`src/rtl/id_stage.sv`:
```
// ARM decode stage: 15-entry register file, control decode, condition check
// and the ID/EX pipeline register feeding EXE.
module id_stage #(
  parameter int NUM_REGS       = 15,
  parameter bit REG_RESET_INIT = 1'b1
) (
  input  logic        clk,
  input  logic        rst,
  input  logic        freeze,
  input  logic        flush,
  input  logic        hazard,
  input  logic [31:0] pc_in,
  input  logic [31:0] instruction,
  input  logic [3:0]  status,
  input  logic        wb_en_in,
  input  logic [3:0]  wb_dest,
  input  logic [31:0] wb_value,
  output logic [3:0]  src1,
  output logic [3:0]  src2,
  output logic        two_src,
  output logic [31:0] pc_out,
  output logic [31:0] val_rn,
  output logic [31:0] val_rm,
  output logic        wb_en,
  output logic        mem_r_en,
  output logic        mem_w_en,
  output logic        b,
  output logic        s,
  output logic        imm,
  output logic [3:0]  exe_cmd,
  output logic [11:0] shift_operand,
  output logic [23:0] signed_imm_24,
  output logic [3:0]  dest,
  output logic [3:0]  id_src1,
  output logic [3:0]  id_src2
);

  typedef struct packed {
    logic [31:0] pc;
    logic [31:0] rn;
    logic [31:0] rm;
    logic        wb_en;
    logic        mem_r;
    logic        mem_w;
    logic        br;
    logic        set_s;
    logic        imm;
    logic [3:0]  cmd;
    logic [11:0] shift_op;
    logic [23:0] simm;
    logic [3:0]  dest;
    logic [3:0]  src1;
    logic [3:0]  src2;
  } idex_t;

  idex_t idex_q, idex_d;

  logic [3:0] cond, opcode;
  logic [1:0] mode;
  logic       i_bit, s_bit, is_str;

  assign cond   = instruction[31:28];
  assign mode   = instruction[27:26];
  assign i_bit  = instruction[25];
  assign opcode = instruction[24:21];
  assign s_bit  = instruction[20];
  assign is_str = (mode == 2'b01) & ~s_bit;

  // STR reads Rd as its store data, so it goes out on the second read port
  assign src1    = instruction[19:16];
  assign src2    = is_str ? instruction[15:12] : instruction[3:0];
  assign two_src = (~i_bit & (mode == 2'b00)) | is_str;

  // Register file: R15 is not stored and always reads 0
  logic [31:0]      rf_q [NUM_REGS];
  logic [1:0][3:0]  rd_addr;
  logic [1:0][31:0] rd_data;

  assign rd_addr = {src2, src1};

  always_comb begin
    rd_data = '0;
    for (int p = 0; p < 2; p++) begin
      if (rd_addr[p] != 4'd15) begin
        if (wb_en_in && wb_dest == rd_addr[p]) rd_data[p] = wb_value;
        else if (int'(rd_addr[p]) < NUM_REGS) rd_data[p] = rf_q[rd_addr[p]];
      end
    end
  end

  always_ff @(posedge clk) begin
    if (!rst) begin
      for (int i = 0; i < NUM_REGS; i++) rf_q[i] <= REG_RESET_INIT ? 32'(i) : 32'd0;
    end else if (wb_en_in && !freeze && wb_dest != 4'd15) begin
      for (int i = 0; i < NUM_REGS; i++)
        if (wb_dest == 4'(i)) rf_q[i] <= wb_value;
    end
  end

  // Control unit
  logic [3:0] c_cmd;
  logic       c_wb, c_mr, c_mw, c_b, c_s;

  always_comb begin
    c_cmd = 4'd0;
    c_wb  = 1'b0;
    c_mr  = 1'b0;
    c_mw  = 1'b0;
    c_b   = 1'b0;
    c_s   = 1'b0;
    case (mode)
      2'b00: begin
        c_wb = 1'b1;
        c_s  = s_bit;
        case (opcode)
          4'b1101: c_cmd = 4'b0001;
          4'b1111: c_cmd = 4'b1001;
          4'b0100: c_cmd = 4'b0010;
          4'b0101: c_cmd = 4'b0011;
          4'b0010: c_cmd = 4'b0100;
          4'b0110: c_cmd = 4'b0101;
          4'b0000: c_cmd = 4'b0110;
          4'b1100: c_cmd = 4'b0111;
          4'b0001: c_cmd = 4'b1000;
          4'b1010: begin c_cmd = 4'b0100; c_wb = 1'b0; end
          4'b1000: begin c_cmd = 4'b0110; c_wb = 1'b0; end
          default: begin c_wb = 1'b0; c_s = 1'b0; end
        endcase
      end
      2'b01: begin
        c_cmd = 4'b0010;
        c_s   = s_bit;
        c_mr  = s_bit;
        c_wb  = s_bit;
        c_mw  = ~s_bit;
      end
      2'b10:   c_b = 1'b1;
      default: ;
    endcase
  end

  // Condition check against {N,Z,C,V}
  logic st_n, st_z, st_c, st_v, cond_ok;
  assign {st_n, st_z, st_c, st_v} = status;

  always_comb begin
    cond_ok = 1'b0;
    case (cond)
      4'h0: cond_ok = st_z;
      4'h1: cond_ok = ~st_z;
      4'h2: cond_ok = st_c;
      4'h3: cond_ok = ~st_c;
      4'h4: cond_ok = st_n;
      4'h5: cond_ok = ~st_n;
      4'h6: cond_ok = st_v;
      4'h7: cond_ok = ~st_v;
      4'h8: cond_ok = st_c & ~st_z;
      4'h9: cond_ok = ~st_c | st_z;
      4'hA: cond_ok = (st_n == st_v);
      4'hB: cond_ok = (st_n != st_v);
      4'hC: cond_ok = ~st_z & (st_n == st_v);
      4'hD: cond_ok = st_z | (st_n != st_v);
      4'hE: cond_ok = 1'b1;
      default: cond_ok = 1'b0;
    endcase
  end

  // ID/EX next state; data fields are captured even when control is bubbled
  always_comb begin
    idex_d = '0;
    if (!flush) begin
      idex_d.pc       = pc_in;
      idex_d.rn       = rd_data[0];
      idex_d.rm       = rd_data[1];
      idex_d.imm      = i_bit;
      idex_d.shift_op = instruction[11:0];
      idex_d.simm     = instruction[23:0];
      idex_d.dest     = instruction[15:12];
      idex_d.src1     = src1;
      idex_d.src2     = src2;
      if (cond_ok && !hazard) begin
        idex_d.wb_en = c_wb;
        idex_d.mem_r = c_mr;
        idex_d.mem_w = c_mw;
        idex_d.br    = c_b;
        idex_d.set_s = c_s;
        idex_d.cmd   = c_cmd;
      end
    end
  end

  always_ff @(posedge clk) begin
    if (!rst)        idex_q <= '0;
    else if (!freeze) idex_q <= idex_d;
  end

  assign pc_out        = idex_q.pc;
  assign val_rn        = idex_q.rn;
  assign val_rm        = idex_q.rm;
  assign wb_en         = idex_q.wb_en;
  assign mem_r_en      = idex_q.mem_r;
  assign mem_w_en      = idex_q.mem_w;
  assign b             = idex_q.br;
  assign s             = idex_q.set_s;
  assign imm           = idex_q.imm;
  assign exe_cmd       = idex_q.cmd;
  assign shift_operand = idex_q.shift_op;
  assign signed_imm_24 = idex_q.simm;
  assign dest          = idex_q.dest;
  assign id_src1       = idex_q.src1;
  assign id_src2       = idex_q.src2;

endmodule

```
`config.mk`:
```
export PLATFORM = sky130hd
export DESIGN_NAME = id_stage
export DESIGN_NICKNAME = d
export VERILOG_FILES = /design/src/rtl/id_stage.sv
export SDC_FILE = /design/constraint.sdc
export NUM_CORES = 1
export LEC_CHECK = 0
export BUFFER_PORTS_ARGS = -buffer_cell sky130_fd_sc_hd__buf_2
export CORE_AREA = 2 2 408 208
export DETAILED_ROUTE_END_ITERATION = 6
export DIE_AREA = 0 0 410 210
export GPL_TIMING_DRIVEN = 0
export PLACE_DENSITY = 0.58
export SLEW_MARGIN = 25
export SYNTH_ARGS = -nofsm -noshare
export SYNTH_HDL_FRONTEND = slang
export SYNTH_SLANG_ARGS = --single-unit
```
`constraint.sdc`:
```
create_clock -name clk -period 6 [get_ports clk]
set_clock_uncertainty 0.1 [all_clocks]
set_input_delay 0.3 -clock clk [delete_from_list [all_inputs] [get_ports clk]]
set_output_delay 0.3 -clock clk [all_outputs]
set_load 0.05 [all_outputs]
```
* Word-level counts from Yosys, hierarchy flattened
Memory sizes are Yosys's and may differ from the RTL's.
Index checks and enable logic that the tools add are counted.
** Word-level totals
- Bits in registers :: 154
- Bits in writable memories :: 480
- Bits of input ports :: 110
- Output and inout bits :: 163
- Logic and storage cells :: 204
- Memories :: 1
** Operators by class
- Magnitude comparators :: 2
- Equal/unequal tests :: 47
- Multiplexer cells :: 96
- Bitwise gates (word level) :: 28
- Reduce and logical (&&, ||, !) cells :: 15
** Memories
- rf_q :: words 15, width 32, read ports 2, clocked after Yosys merged registers in 0, wr ports 15, line 75 : logic [31:0] rf_q [NUM_REGS];
** Operators with widths (number)
- 2-to-1 mux 32 bit :: 21
- 2-to-1 mux 154 bit :: 1
- equality test 4 bit (second input constant) :: 19
- 2-to-1 mux 1 bit :: 66
- equality test 4 x 3 -> 1 bit (second input constant) :: 11
- case mux 4 bit (9 select lines) :: 1
- equality test 4 x 2 -> 1 bit (second input constant) :: 5
- OR 1 bit :: 18
- case mux 1 bit (15 select lines) :: 1
- equality test 4 x 1 -> 1 bit (second input constant) :: 3
- zero test 4 bit :: 3
- != test 4 bit (second input constant) :: 3
- OR reduction 11 bit :: 1
- OR reduction 9 bit :: 1
- equality test 4 bit :: 2
- less-than comparator 4 bit (second input constant) :: 2
- 2-to-1 mux 4 bit :: 2
- case mux 4 bit (2 select lines) :: 1
- NOT 1 bit :: 6
- logical AND 1 bit :: 5
- 2-to-1 mux 5 bit :: 1
- AND 1 bit :: 4
- case mux 1 bit (2 select lines) :: 2
- OR reduction 2 bit :: 2
- 6 further kinds :: 7

* Depth between registers and ports, before layout
- Depth in word-level cells :: 8
- Mapped depth :: 10
- Mapped depth without buffers :: 7

* Least setup slack after synthesis
OpenSTA, ideal clock, no wires.
- Path type :: in2reg
- From :: in freeze
- To :: mem rf_q[12][0], enable pin
- Library setup time :: 0.470 ns
- Data arrival time :: 3.719 ns
- Required time :: 5.430 ns
- Slack :: 1.711 ns
- Stages :: 6
- Path buffers :: 4
- Cell sequence :: clkbuf_1 -> clkbuf_1 -> clkbuf_1 -> buf_1 -> nand4b_1 -> o31ai_1
** RTL lines
- start: declaration :: line 9 : input logic freeze,
- end: declaration :: line 75

* Final worst setup path
- From :: in instruction[20]
- To :: reg idex_q (netlist bit val_rm[13])
** On the way
- Word-level cells in the longest chain between the ends :: 8
- Elaborated cells on any way between the ends :: 12
- Classes of those cells :: 1 x order compare; 2 x eq/ne; 5 x mux; 2 x bitwise; 1 x reduce/logical; 1 x memory
** Ends and longest elaborated chain
- start: declaration :: line 13 : input logic [31:0] instruction,
- NOT 1 bit * :: line 67 : assign is_str = (mode == 2'b01) & ~s_bit;
- AND 1 bit * :: line 67
- 2-to-1 mux 4 bit * :: line 71 : assign src2 = is_str ? instruction[15:12] : instruction[3:0];
- memory (15 x 32 bit) (tied with other cells)
- 2-to-1 mux 32 bit or logical AND 1 bit (tied branches) :: line 86, 85
- 2-to-1 mux 32 bit :: line 85 : if (wb_en_in && wb_dest == rd_addr[p]) rd_data[p] = wb_value;
- 2-to-1 mux 32 bit * :: line 84 : if (rd_addr[p] != 4'd15) begin
- 2-to-1 mux 154 bit * :: line 171 : if (!flush) begin
- end signal: assignment :: line 194 : else if (!freeze) idex_q <= idex_d;
- end: declaration :: line 56 : idex_t idex_q, idex_d;
Every way passes the cells marked *; elsewhere a longest branch is shown, timed or not.
A chain may end at the register's enable or synchronous reset.

==> results.sh <==
export IMPL_r2r_slack_ns=3.60
export IMPL_fin_crit_sh=0.727
export IMPL_grt_max_degree=33
export IMPL_routabilityCongestion=1.00
export IMPL_vdd_drop_max_uv=175
export IMPL_cap_viol_max_count=0
export IMPL_cts_tree="built"
export IMPL_synth_nets=2865
export IMPL_h_tree_depth=2
export IMPL_ys_seq_area_frac=0.523
export IMPL_layout_drive_gt1_share=0.225
export IMPL_synthMuxAreaShare=0.235
export IMPL_cts_buffer_depth=3
export IMPL_cp_data_arrival_time_ns=4.78
export IMPL_totalWireLength_um=151000
export IMPL_slew_headroom=0.163
export IMPL_setup_viol=0
export IMPL_status="finished clean"
export IMPL_worst_setup_path_type="input port to flop"
export IMPL_drc=0
export IMPL_hold_viol_final=0
export IMPL_crit_chain="dlygate4sd3_1 -> buf_2 -> or3b_1 -> buf_2 -> mux2i_1 -> buf_2 -> clkbuf_1 -> clkbuf_1 -> a31oi_1 -> o21ai_0 -> a21oi_1"
export IMPL_power_density_nw_per_um2=280
export IMPL_synthXorXnorAreaFrac=0.00214
export IMPL_cts_clk_slew_worst_paths_ns=0.07
export IMPL_area_delta_synth_final_pct=18.7
export IMPL_fp_coreArea_sq_um=82700
export IMPL_ys_ff_latch=614
export IMPL_io_buffer_count=263
export IMPL_cts_sinks=614
export IMPL_rsz0062_at_grt="no"
export IMPL_r2r_cells=4
export IMPL_synthFlopType="edfxtp_1"
export IMPL_die_y_um=210
export IMPL_endpoint_kind="flop"
export IMPL_avgRoutedWirePerCell_um=34.6
export IMPL_synth_avg_cell_area_sq_um=11.9
export IMPL_cp_slowest_cell="clkbuf_1"
export IMPL_p_sw_uw=3290
export IMPL_hold_path_class="input port to flop"
export IMPL_synth_cell_types=59
export IMPL_cp_start_kind="input port"
export IMPL_num_nets_final=3294
export IMPL_synth_compound_gate_area_share=0.0930
export IMPL_final_common_cell="edfxtp_1"
export IMPL_synth_edff_count=480
export IMPL_hold_ws_ns=0.0205
export IMPL_cts_root_buf="clkbuf_16"
export IMPL_hpwlAfterDp_um=109000
export IMPL_worstHoldStart="instruction[24]"
export IMPL_ant_nets=0
export IMPL_crit_path_max_incr_delay_ns=0.89
export IMPL_vias_per_cell=6.53
export IMPL_min_delay_path_depth=4
export IMPL_netlist_area_sq_um=32700
export IMPL_reg2reg_to="val_rn[11]"
export IMPL_cp_max_fo=10
export IMPL_fp_dieW_um=410
export IMPL_yosysWarnings=0
export IMPL_dieArea_sq_um=86100
export IMPL_max_freq_mhz=229
export IMPL_crit_required_ns=6.41
export IMPL_synth_top_family_by_area="multiplexers"
export IMPL_final_util=0.470
export IMPL_period_minus_slack_ns=4.36
export IMPL_antenna_found_initial=10
export IMPL_fin_ws_ns=1.64
export IMPL_pwr_share_seq=0.462
export IMPL_grt_pass1_wl_um=205000
export IMPL_grt_usage=0.340
export IMPL_r2r_start="rf_q[7][11]"
export IMPL_maxSlewViolCount=0
export IMPL_insertion_delay_ns=0.66
export IMPL_ys_async_sr_fraction=0
export IMPL_gr_total_overflow=0
export IMPL_pwr_share_clk=0.353
export IMPL_dr_pass1_iters=6
export IMPL_numCtsBuffers=59
export IMPL_swShare=0.303
export IMPL_cp_common_cell="buf_2"
export IMPL_synth_simple_area_share=0.105
export IMPL_route_vias_total=28423
export IMPL_synth_fa_ha_area_frac=0
export IMPL_layout_common_cells="edfxtp_1, nor2_1, mux2i_1, buf_2, nand2_1"
export IMPL_place_ws_ns=1.70
export IMPL_leakagePower_uw=0.0146
export IMPL_grt_pass1_vias=26750
export IMPL_min_to="exe_cmd[3]"
export IMPL_initial_utilization=0.396
export IMPL_pwr_share_comb=0.185
export IMPL_ios=273
export IMPL_num_rows=75
export IMPL_internal_power_uw=7580
export IMPL_synth_cells=2755
export IMPL_drt_iter0_drc=5450
export IMPL_worst_slew_pin_slew_ns=1.26
[per-layer routing]
metal,track usage,vias to the layer above,part of all wire
met2,0.456,2487,0.40
met5,0,-,0.00023
li1,-,11201,-
met1,0.483,14389,0.40
met3,0.161,340,0.17
met4,0.0995,6,0.029
[worst max-delay path by stage]
stage,startpoint,endpoint,slack (ns),depth (start not counted)
3_3_place_gp,freeze,rf_q[12][13],-3.64,7
4_1_cts,instruction[20],val_rm[26],1.90,9
3_5_place_dp,freeze,rf_q[13][13],1.70,9
5_1_grt,instruction[20],val_rm[24],1.69,9
2_1_floorplan,freeze,rf_q[12][0],1.71,6
6_report,instruction[20],val_rm[13],1.64,11
[repair_timing]
item | 4_1_cts | 5_1_grt
resized for setup | 0 | 0
hold buffers | 79 | 0
setup buffers | 0 | 0
endpoints found under the hold margin | 125 | 0
[flip-flops by register name, summed over array words and instances, names as in the netlist]
signal	cells
rf_q	480
pc_out	32
val_rm	32
val_rn	32
signed_imm_24	13
shift_operand	11
exe_cmd	4
id_src2	4
b	1
imm	1
mem_r_en	1
mem_w_en	1
s	1
wb_en	1
[final cells by class]
cell class | instances | area (sq um)
Fill cell | 7450 | 43800
Buffer | 285 | 1290
Antenna cell | 4 | 10.0
Inverter | 44 | 165
Tap cell | 1116 | 1400
Clock inverter | 21 | 159
Multi-Input combinational cell | 1812 | 14400
Clock buffer | 91 | 1710
Timing Repair Buffer | 368 | 2640
Sequential cell | 614 | 17100
[through the flow]
step | TNS, ns | std cells | power (uW) | instance area [sq um]
after floorplan | 0 | 2755 | 6180 | 32700
after global placement | -507.26 | 4134 | 6910 | 35400
after detailed placement | 0 | 4159 | 6980 | 36100
after CTS | 0 | 4350 | 10700 | 38800
after global routing | 0 | 4353 | 11100 | 38800
final | 0 | 4355 | 10900 | 38800
[worst max-delay path: cells and delay by family]
| kind | cells | cell delay (ns) |
|---|---|---|
| muxes | 1 | 0.21 |
| and+or+nand+nor | 1 | 0.39 |
| AOI/OAI and AO/OA | 3 | 0.94 |
| buffers and inverters | 6 | 2.88 |
[logic make-up (layout without fill, tap and decap cells)]
family                 count (synthesis)  count (layout)
AO/OA/AOI/OAI                        501             501
buffers and inverters                329             809
XOR/XNOR                               8               8
multiplexers                         531             531
AND/OR/NAND/NOR                      772             772
other                                  0               4
flip-flops                           614             614
[synth_stat cells, types with 12 or more instances]
cell type | number | share of area
a31o_2 | 12 | 0.0032
a21oi_1 | 55 | 0.0084
mux4_2 | 188 | 0.13
o21ai_0 | 212 | 0.032
edfxtp_1 | 480 | 0.44
nor2b_1 | 77 | 0.015
buf_1 | 26 | 0.0030
nor2_1 | 344 | 0.039
dfxtp_1 | 134 | 0.082
mux2i_1 | 338 | 0.10
a22oi_1 | 56 | 0.013
a31oi_1 | 49 | 0.0094
nand2_1 | 227 | 0.026
buf_4 | 27 | 0.0062
clkbuf_1 | 187 | 0.021
o211ai_1 | 51 | 0.012
nand3_1 | 19 | 0.0029
inv_1 | 41 | 0.0047
o22ai_1 | 31 | 0.0059
buf_2 | 45 | 0.0069
and2_1 | 33 | 0.0063
or4_1 | 30 | 0.0069
[power groups by stage]
| stage | registers (uW) | clock network (uW) | logic [uW] |
|---|---|---|---|
| global route | 5040 | 3980 | 2050 |
| detailed placement | 5100 | 0 | 1880 |
| floorplan | 5180 | 0 | 998 |
| CTS | 5010 | 3810 | 1920 |
| finish | 5020 | 3840 | 2020 |
| global placement | 5110 | 0 | 1800 |
(Power assumes the default switching activity.)
